===== src/rtl/cfu_pkg.sv =====
// cfu_pkg: shared types and constants for the CFU issue/writeback controller.
package cfu_pkg;

  localparam int FUNCT3_W = 3;
  localparam int FUNCT7_W = 7;
  localparam int XLEN     = 32;
  localparam int RD_W     = 5;

  localparam int              TIMEOUT_CYCLES_DEF = 1024;
  localparam logic [XLEN-1:0] ERR_DATA_DEF       = 32'hFFFF_FFFF;

  typedef enum logic [2:0] {
    IDLE,
    ISSUE,
    WAIT,
    DRAIN,
    DONE
  } state_e;

  // Instruction fields latched at accept and held for the CFU.
  typedef struct packed {
    logic [FUNCT3_W-1:0] funct3;
    logic [FUNCT7_W-1:0] funct7;
    logic [XLEN-1:0]     src1;
    logic [XLEN-1:0]     src2;
    logic [RD_W-1:0]     rd;
  } cfu_req_t;

endpackage


===== src/rtl/cfu_timeout_ctr.sv =====
// cfu_timeout_ctr: saturating cycle counter that flags a hung CFU.
// expire_o rises during the TIMEOUT_CYCLES-th enabled cycle after a clear.
module cfu_timeout_ctr #(
  parameter int TIMEOUT_CYCLES = 1024
) (
  input  logic clk_i,
  input  logic rst_ni,
  input  logic clr_i,
  input  logic en_i,
  output logic expire_o
);

  localparam int            CW    = $clog2(TIMEOUT_CYCLES + 1);
  localparam logic [CW-1:0] LIMIT = CW'(TIMEOUT_CYCLES - 1);

  logic [CW-1:0] cnt_q, cnt_d;

  assign expire_o = en_i && (cnt_q == LIMIT);

  // Clear wins over enable; hold at the limit instead of wrapping.
  always_comb begin
    cnt_d = cnt_q;
    if (clr_i)                 cnt_d = '0;
    else if (en_i && !expire_o) cnt_d = cnt_q + 1'b1;
  end

  // Counter register.
  always_ff @(posedge clk_i or negedge rst_ni) begin
    if (!rst_ni) cnt_q <= '0;
    else         cnt_q <= cnt_d;
  end

endmodule


===== src/rtl/cfu_ctrl.sv =====
// cfu_ctrl: issue/writeback controller between execute and the CFU.
// Optional hang timeout built only when CFU_TIMEOUT_EN is defined (config.vh).
module cfu_ctrl
  import cfu_pkg::*;
#(
  parameter int              TIMEOUT_CYCLES = TIMEOUT_CYCLES_DEF,
  parameter logic [XLEN-1:0] ERR_DATA       = ERR_DATA_DEF
) (
  input  logic                clk_i,
  input  logic                rst_ni,
  input  logic                valid_i,
  input  logic                flush_i,
  input  logic [FUNCT3_W-1:0] funct3_i,
  input  logic [FUNCT7_W-1:0] funct7_i,
  input  logic [XLEN-1:0]     src1_i,
  input  logic [XLEN-1:0]     src2_i,
  input  logic [RD_W-1:0]     rd_i,
  output logic                cfu_en_o,
  output logic [FUNCT3_W-1:0] cfu_funct3_o,
  output logic [FUNCT7_W-1:0] cfu_funct7_o,
  output logic [XLEN-1:0]     cfu_src1_o,
  output logic [XLEN-1:0]     cfu_src2_o,
  input  logic                cfu_stall_i,
  input  logic [XLEN-1:0]     cfu_rslt_i,
  output logic                stall_o,
  output logic                wb_valid_o,
  output logic [RD_W-1:0]     wb_rd_o,
  output logic [XLEN-1:0]     wb_data_o,
  output logic                err_o
);

  state_e          state_q, state_d;
  cfu_req_t        req_q, req_d;
  logic [RD_W-1:0] wb_rd_q, wb_rd_d;
  logic [XLEN-1:0] wb_data_q, wb_data_d;
  logic            tmo_expire;
  logic            tmo_abort;

`ifdef CFU_TIMEOUT_EN
  logic err_q;
  logic tmo_run;

  assign tmo_run = (state_q == WAIT) || (state_q == DRAIN);

  cfu_timeout_ctr #(
    .TIMEOUT_CYCLES(TIMEOUT_CYCLES)
  ) u_tmo (
    .clk_i   (clk_i),
    .rst_ni  (rst_ni),
    .clr_i   (!tmo_run),
    .en_i    (tmo_run),
    .expire_o(tmo_expire)
  );

  // err_q is set on the abort transition, so it is high exactly in that DONE.
  always_ff @(posedge clk_i or negedge rst_ni) begin
    if (!rst_ni) err_q <= 1'b0;
    else         err_q <= tmo_abort;
  end

  assign err_o = err_q;
`else
  logic unused_cfg;

  assign tmo_expire = 1'b0;
  assign err_o      = 1'b0;
  assign unused_cfg = ^{ERR_DATA, TIMEOUT_CYCLES[0]};
`endif

  // A real result arriving in the expiry cycle still wins over the abort.
  assign tmo_abort = (state_q == WAIT) && cfu_stall_i && !flush_i && tmo_expire;

  // Next-state, latch updates and the combinational pipeline stall.
  always_comb begin
    state_d   = state_q;
    req_d     = req_q;
    wb_rd_d   = wb_rd_q;
    wb_data_d = wb_data_q;
    stall_o   = 1'b0;
    unique case (state_q)
      IDLE: begin
        // Reset gating keeps stall low while rst_ni is asserted.
        stall_o = rst_ni & valid_i & ~flush_i;
        if (valid_i && !flush_i) begin
          req_d   = '{funct3: funct3_i, funct7: funct7_i,
                      src1: src1_i, src2: src2_i, rd: rd_i};
          state_d = ISSUE;
        end
      end
      ISSUE, WAIT: begin
        stall_o = 1'b1;
        if (flush_i) begin
          // The CFU cannot be aborted, so a busy op must finish in DRAIN.
          state_d = cfu_stall_i ? DRAIN : IDLE;
        end else if (!cfu_stall_i) begin
          wb_data_d = cfu_rslt_i;
          wb_rd_d   = req_q.rd;
          state_d   = DONE;
        end else if (tmo_abort) begin
          wb_data_d = ERR_DATA;
          wb_rd_d   = req_q.rd;
          state_d   = DONE;
        end else begin
          state_d = WAIT;
        end
      end
      DRAIN: begin
        stall_o = 1'b1;
        if (!cfu_stall_i || tmo_expire) state_d = IDLE;
      end
      DONE: begin
        // Pipeline advances here; a new valid_i is taken in the next IDLE.
        state_d = IDLE;
      end
      default: state_d = IDLE;
    endcase
  end

  // State and latch registers.
  always_ff @(posedge clk_i or negedge rst_ni) begin
    if (!rst_ni) begin
      state_q   <= IDLE;
      req_q     <= '0;
      wb_rd_q   <= '0;
      wb_data_q <= '0;
    end else begin
      state_q   <= state_d;
      req_q     <= req_d;
      wb_rd_q   <= wb_rd_d;
      wb_data_q <= wb_data_d;
    end
  end

  assign cfu_en_o     = (state_q == ISSUE) || (state_q == WAIT) || (state_q == DRAIN);
  assign cfu_funct3_o = req_q.funct3;
  assign cfu_funct7_o = req_q.funct7;
  assign cfu_src1_o   = req_q.src1;
  assign cfu_src2_o   = req_q.src2;
  assign wb_valid_o   = (state_q == DONE) && (wb_rd_q != '0);
  assign wb_rd_o      = wb_rd_q;
  assign wb_data_o    = wb_data_q;

endmodule


===== config.mk =====
export PLATFORM = sky130hd
export DESIGN_NAME = cfu_ctrl
export DESIGN_NICKNAME = d
export VERILOG_FILES = /design/src/rtl/cfu_pkg.sv /design/src/rtl/cfu_timeout_ctr.sv /design/src/rtl/cfu_ctrl.sv
export SDC_FILE = /design/constraint.sdc
export NUM_CORES = 1
export LEC_CHECK = 0
export CAP_MARGIN = 30
export CORE_AREA = 2 2 174 91
export CTS_BUF_LIST = sky130_fd_sc_hd__clkbuf_8
export DETAILED_ROUTE_END_ITERATION = 8
export DIE_AREA = 0 0 176 93
export GPL_ROUTABILITY_DRIVEN = 0
export PLACE_DENSITY = 0.8
export SETUP_SLACK_MARGIN = 0.02
export SYNTH_ARGS = -nofsm -noshare
export SYNTH_HDL_FRONTEND = slang
export SYNTH_SLANG_ARGS = --single-unit

===== constraint.sdc =====
create_clock -name clk_i -period 5.5 [get_ports clk_i]
set_clock_uncertainty 0.15 [all_clocks]
set_input_delay 1.1 -clock clk_i [delete_from_list [all_inputs] [get_ports clk_i]]
set_output_delay 1.1 -clock clk_i [all_outputs]
set_load 0.01 [all_outputs]

# After elaboration in Yosys (flattened, before gate mapping)
# Cells that the tools add are included.
[totals] elab_cells=37 out_inout_bits=115 regBits=119
[op_classes] reduce_logical=12 eq_ne=6 n_mux=7 bitwise_logic=4
[op_table] cell="$mux 3" n=4
[op_table] cell="$pmux 3 s3" n=1
[op_table] cell="$eq 3x2->1 const B" n=2
[op_table] cell="$reduce_bool 5->1" n=1
[op_table] cell="$ne 2x2->1 const B" n=2
[op_table] cell="$reduce_and 2->1" n=2
[op_table] cell="$eq 3x1->1 const B" n=1
[op_table] cell="$eq 3x3->1 const B" n=1
[op_table] cell="$logic_not 3->1" n=1
[op_table] cell="$reduce_and 3->1" n=1
[op_table] cell="$reduce_or 3->1" n=1
[op_table] cell="$and 1x1->1" n=2
[op_table] cell="$logic_and 1x1->1" n=2
[op_table] cell="$logic_or 1x1->1" n=2
[op_table] cell="$mux 2" n=1
[op_table] cell="$not 1->1" n=2
[op_table] cell="$pmux 1 s2" n=1
[op_table] cell="$reduce_or 2->1" n=1
[op_table] cell="$logic_not 1->1" n=1

# Logic depth before layout (Yosys ltp)
[logic_depth] word_depth=4 depth_mapped=5 mapped_depth_nobuf=3

# Least setup slack after synthesis
# No wires, ideal clock.
[synth_timing] path_kind="input-to-output" from="input port flush_i" to="output port stall_o" stages=2 arrival_time_ps=1495 required_ps=4250 slack_ps=2755 path_cell_list="nor3b_1 -> a21o_1"
[synth_between] elab_chain_len=3
[synth_lines] item="from (decl)" line_no="cfu_ctrl.sv:12" rtl="input logic flush_i,"
[synth_lines] item="$not 1->1 (no line)"
[synth_lines] item="$and 1x1->1" line_no="cfu_ctrl.sv:83" rtl="stall_o = rst_ni & valid_i & ~flush_i;"
[synth_lines] item="$pmux 1 s2" line_no="cfu_ctrl.sv:80" rtl="unique case (state_q)"
[synth_lines] item="to (decl)" line_no="cfu_ctrl.sv:25" rtl="output logic stall_o,"
# Every way passes these cells.

# Worst setup path after layout
[layout_timing] from="input port valid_i" to="output port stall_o"
[layout_between] elab_chain_len=3
[layout_lines] item="from (decl)" line_no="cfu_ctrl.sv:11" rtl="input logic valid_i,"
[layout_lines] item="$and 1x1->1 (2 in series)" line_no="cfu_ctrl.sv:83"
[layout_lines] item="$pmux 1 s2" line_no="cfu_ctrl.sv:80"
# Every way passes these cells.

==> reports/qor.yml <==
outcome: "finished clean"
pin_count: 231
postCtsSetupBuffers: 0
synth_mux_area_share_pct: 27.1
timing.final.crit_share_pct: 72.1
avgSynthCellArea_um2: 15.1
yosysTopAreaCellShare_pct: 58.5
synth_top_cell_by_area: "dfrtp_1"
rsz0062_at_grt: "no"
rows: 32
leakagePower_nw: 3.17
synth-edff-count: 0
yosys-top-cells-area: "dfrtp_1 (58%), mux2_2 (21%), buf_4 (11%), mux2_4 (5.6%), buf_6 (0.66%)"
fmax_mhz: 252
area.growth.synth_to_final_pct: 46.5
fp.dieW_um: 176
synthCells: 338
slew_headroom_pct: 49.1
root_buffer: "clkbuf_8"
hpwlAfterDp_um: 8370
dieArea_um2: 16400
dp_slack_ns: 1.53
grt.overflow.total: 0
postCtsHoldBufs: 0
synth_cell_types: 21
clk_pin_slew_ns: 0.06
synth-seq-cells: 119
cpPeakStageDelay_ns: 0.53
worstPathMaxFanout: 2
port_buffers: 229
crit_family: "buffers and inverters"
post-route-drc-count: 0
synth_area_um2: 5090
insertion_delay_ns: 0.41
cts_buffers: 17
endpoint_kind: "output pin"
timing.hold.ws_ns: 0.353
place_area_um2: 7050
synth_ff_type: "dfrtp_1"
synthAdderAreaFrac_pct: 0.197
cts_tree: "built"
antenna_found_initial: 0
cp-start-kind: "input pin"
postCtsResizedCells: 0
synth_simple_gate_area_share_pct: 1.06
wl_um: 11500
fin_nets: 618
grt_start_max_net_pins: 61
start_util_pct: 34.1
async_flop_share_pct: 100
die_h_um: 93
syn_nets: 454
hold_violations: 0
finalNonFillerCells: 719
worstSetupPathType: "input pin to output pin"
max-cap-violations: 0
crit_path_frequent_cell: "clkdlybuf4s50_1"
drive_gt1_share_pct: 29.7
drt_iter0_drc: 44
hp-class: "flop to flop"
first_global_vias: 3372
design_area_um2: 7460
clock-sinks: 119
drv_slew: 0
setup_viol_count_final: 0
powerDensity_nw_per_um2: 516
cp.arrival_ns: 2.71
core_area_um2: 14900
max-vdd-ir-drop_mv: 0.203
ys_seq_area_share_pct: 58.5
first_pass_iters: 4
synth_compound_area_share_pct: 0.442
crit_chain: "clkdlybuf4s50_1 -> nor3b_1 -> a21o_1 -> clkdlybuf4s50_1"
yosys.area_share.xor_xnor_pct: 0.172
synth_top_family_by_area: "multiplexers"
via_per_inst: 4.32
yosys_warnings: 0
worstPathRequired_ns: 4.25
n_antenna_cell: 0
yosysMostFrequentCell: "dfrtp_1"
routedWlPerCell_um: 16.0
period_minus_slack_ns: 3.96
h-tree-depth: 4
synth_common_cells: "dfrtp_1 (119), mux2_2 (97), buf_4 (75), mux2_4 (19), buf_1 (6)"
dp_cells: 687
setup_ws_ns: 1.54
vias: 3109
postRouteAntennaNets: 0
worstMarginPinSlew_ns: 0.763
critPathBufInv: 2
cts_buffer_depth: 2
grt_first_pass_wirelength_um: 18500
cp_slowest_cell: "clkdlybuf4s50_1"
timing.setup.tns_ns: 0
grt_usage_pct: 14.7
final cells by class:
cell class / instances / area (um^2)
clock buffers: 17 / 234
clock inverters: 15 / 180
fillers: 1274 / 7470
inverters: 1 / 3.75
multi-input cells: 131 / 1480
flip-flops and latches: 119 / 2980
well taps: 204 / 255
repair buffers: 232 / 2320
cells by family after synthesis:
family	Yosys count
compound gates	3
xor+xnor	1
flops	119
fa+ha+maj	1
buf+inv	88
mux	116
other cells	1
simple gates	9
stage by stage:
| step | utilization [%] | power (mW) |
|---|---|---|
| after global routing | 49.9 | 4.07 |
| after detailed placement | 47.2 | 3.05 |
| after floorplan | - | 2.39 |
| after global placement | 47.0 | 3.01 |
| after CTS | 49.9 | 3.91 |
| final | 49.9 | 3.85 |
metal layers:
| metal | track usage, % | part of all wire, % | vias to the layer above |
|---|---|---|---|
| li1 | - | - | 1411 |
| met1 | 19.7 | 47 | 1551 |
| met2 | 22.1 | 44 | 139 |
| met3 | 6.02 | 8.5 | 8 |
| met4 | 3.72 | 0.63 | 0 |
| met5 | 0 | 0 | - |
layout by cell type (no fill, tap or decap), drive strengths merged:
cell / instances
a21o: 1
a21oi: 1
and2: 1
buf: 4
bufinv: 3
clkbuf: 17
clkdlybuf4s50: 228
clkinv: 7
clkinvlp: 2
conb: 1
dfrtp: 119
inv: 4
maj3: 1
mux2: 116
nand2: 2
nand3b: 1
nor2: 2
nor3b: 1
o311a: 1
or3: 1
or4: 1
xnor2: 1
power by group:
| part | internal [mW] | switching [mW] |
|---|---|---|
| sequential | 1.26 | 0.208 |
| clock | 0.451 | 0.373 |
| combinational | 1.03 | 0.528 |
| total | 2.74 | 1.11 |
state kept, by name (all words and copies together), names as in the netlist:
register and cells:
wb_data_o 32, cfu_src2_o 32, cfu_src1_o 32, req_q 5
cfu_funct3_o 3, state_q 3, wb_rd_o 5, cfu_funct7_o 7
worst paths after layout:
| kind | startpoint | to | slack [ns] | cells after the start |
|---|---|---|---|---|
| setup / recovery | valid_i | stall_o | 1.54 | 4 |
| hold / removal | wb_data_o[11] | wb_data_o[11] | 0.35 | 1 |
| setup reg to reg | state_q[2] | cfu_src1_o[21] | 3.31 | 4 |
| hold reg to reg | wb_data_o[11] | wb_data_o[11] | 0.35 | 1 |
| max in group asynchronous | rst_ni | wb_data_o[25] | 3.20 | 3 |
| min in group asynchronous | rst_ni | wb_rd_o[3] | 0.70 | 2 |
worst register-to-register path, stage by stage (launching register included):
cell and delay [ns]:
dfrtp_1 0.42, nor3b_1 0.44, nand2_4 0.39, buf_12 0.32, mux2_2 0.35
Note: power is estimated with default switching activity, not from simulation.
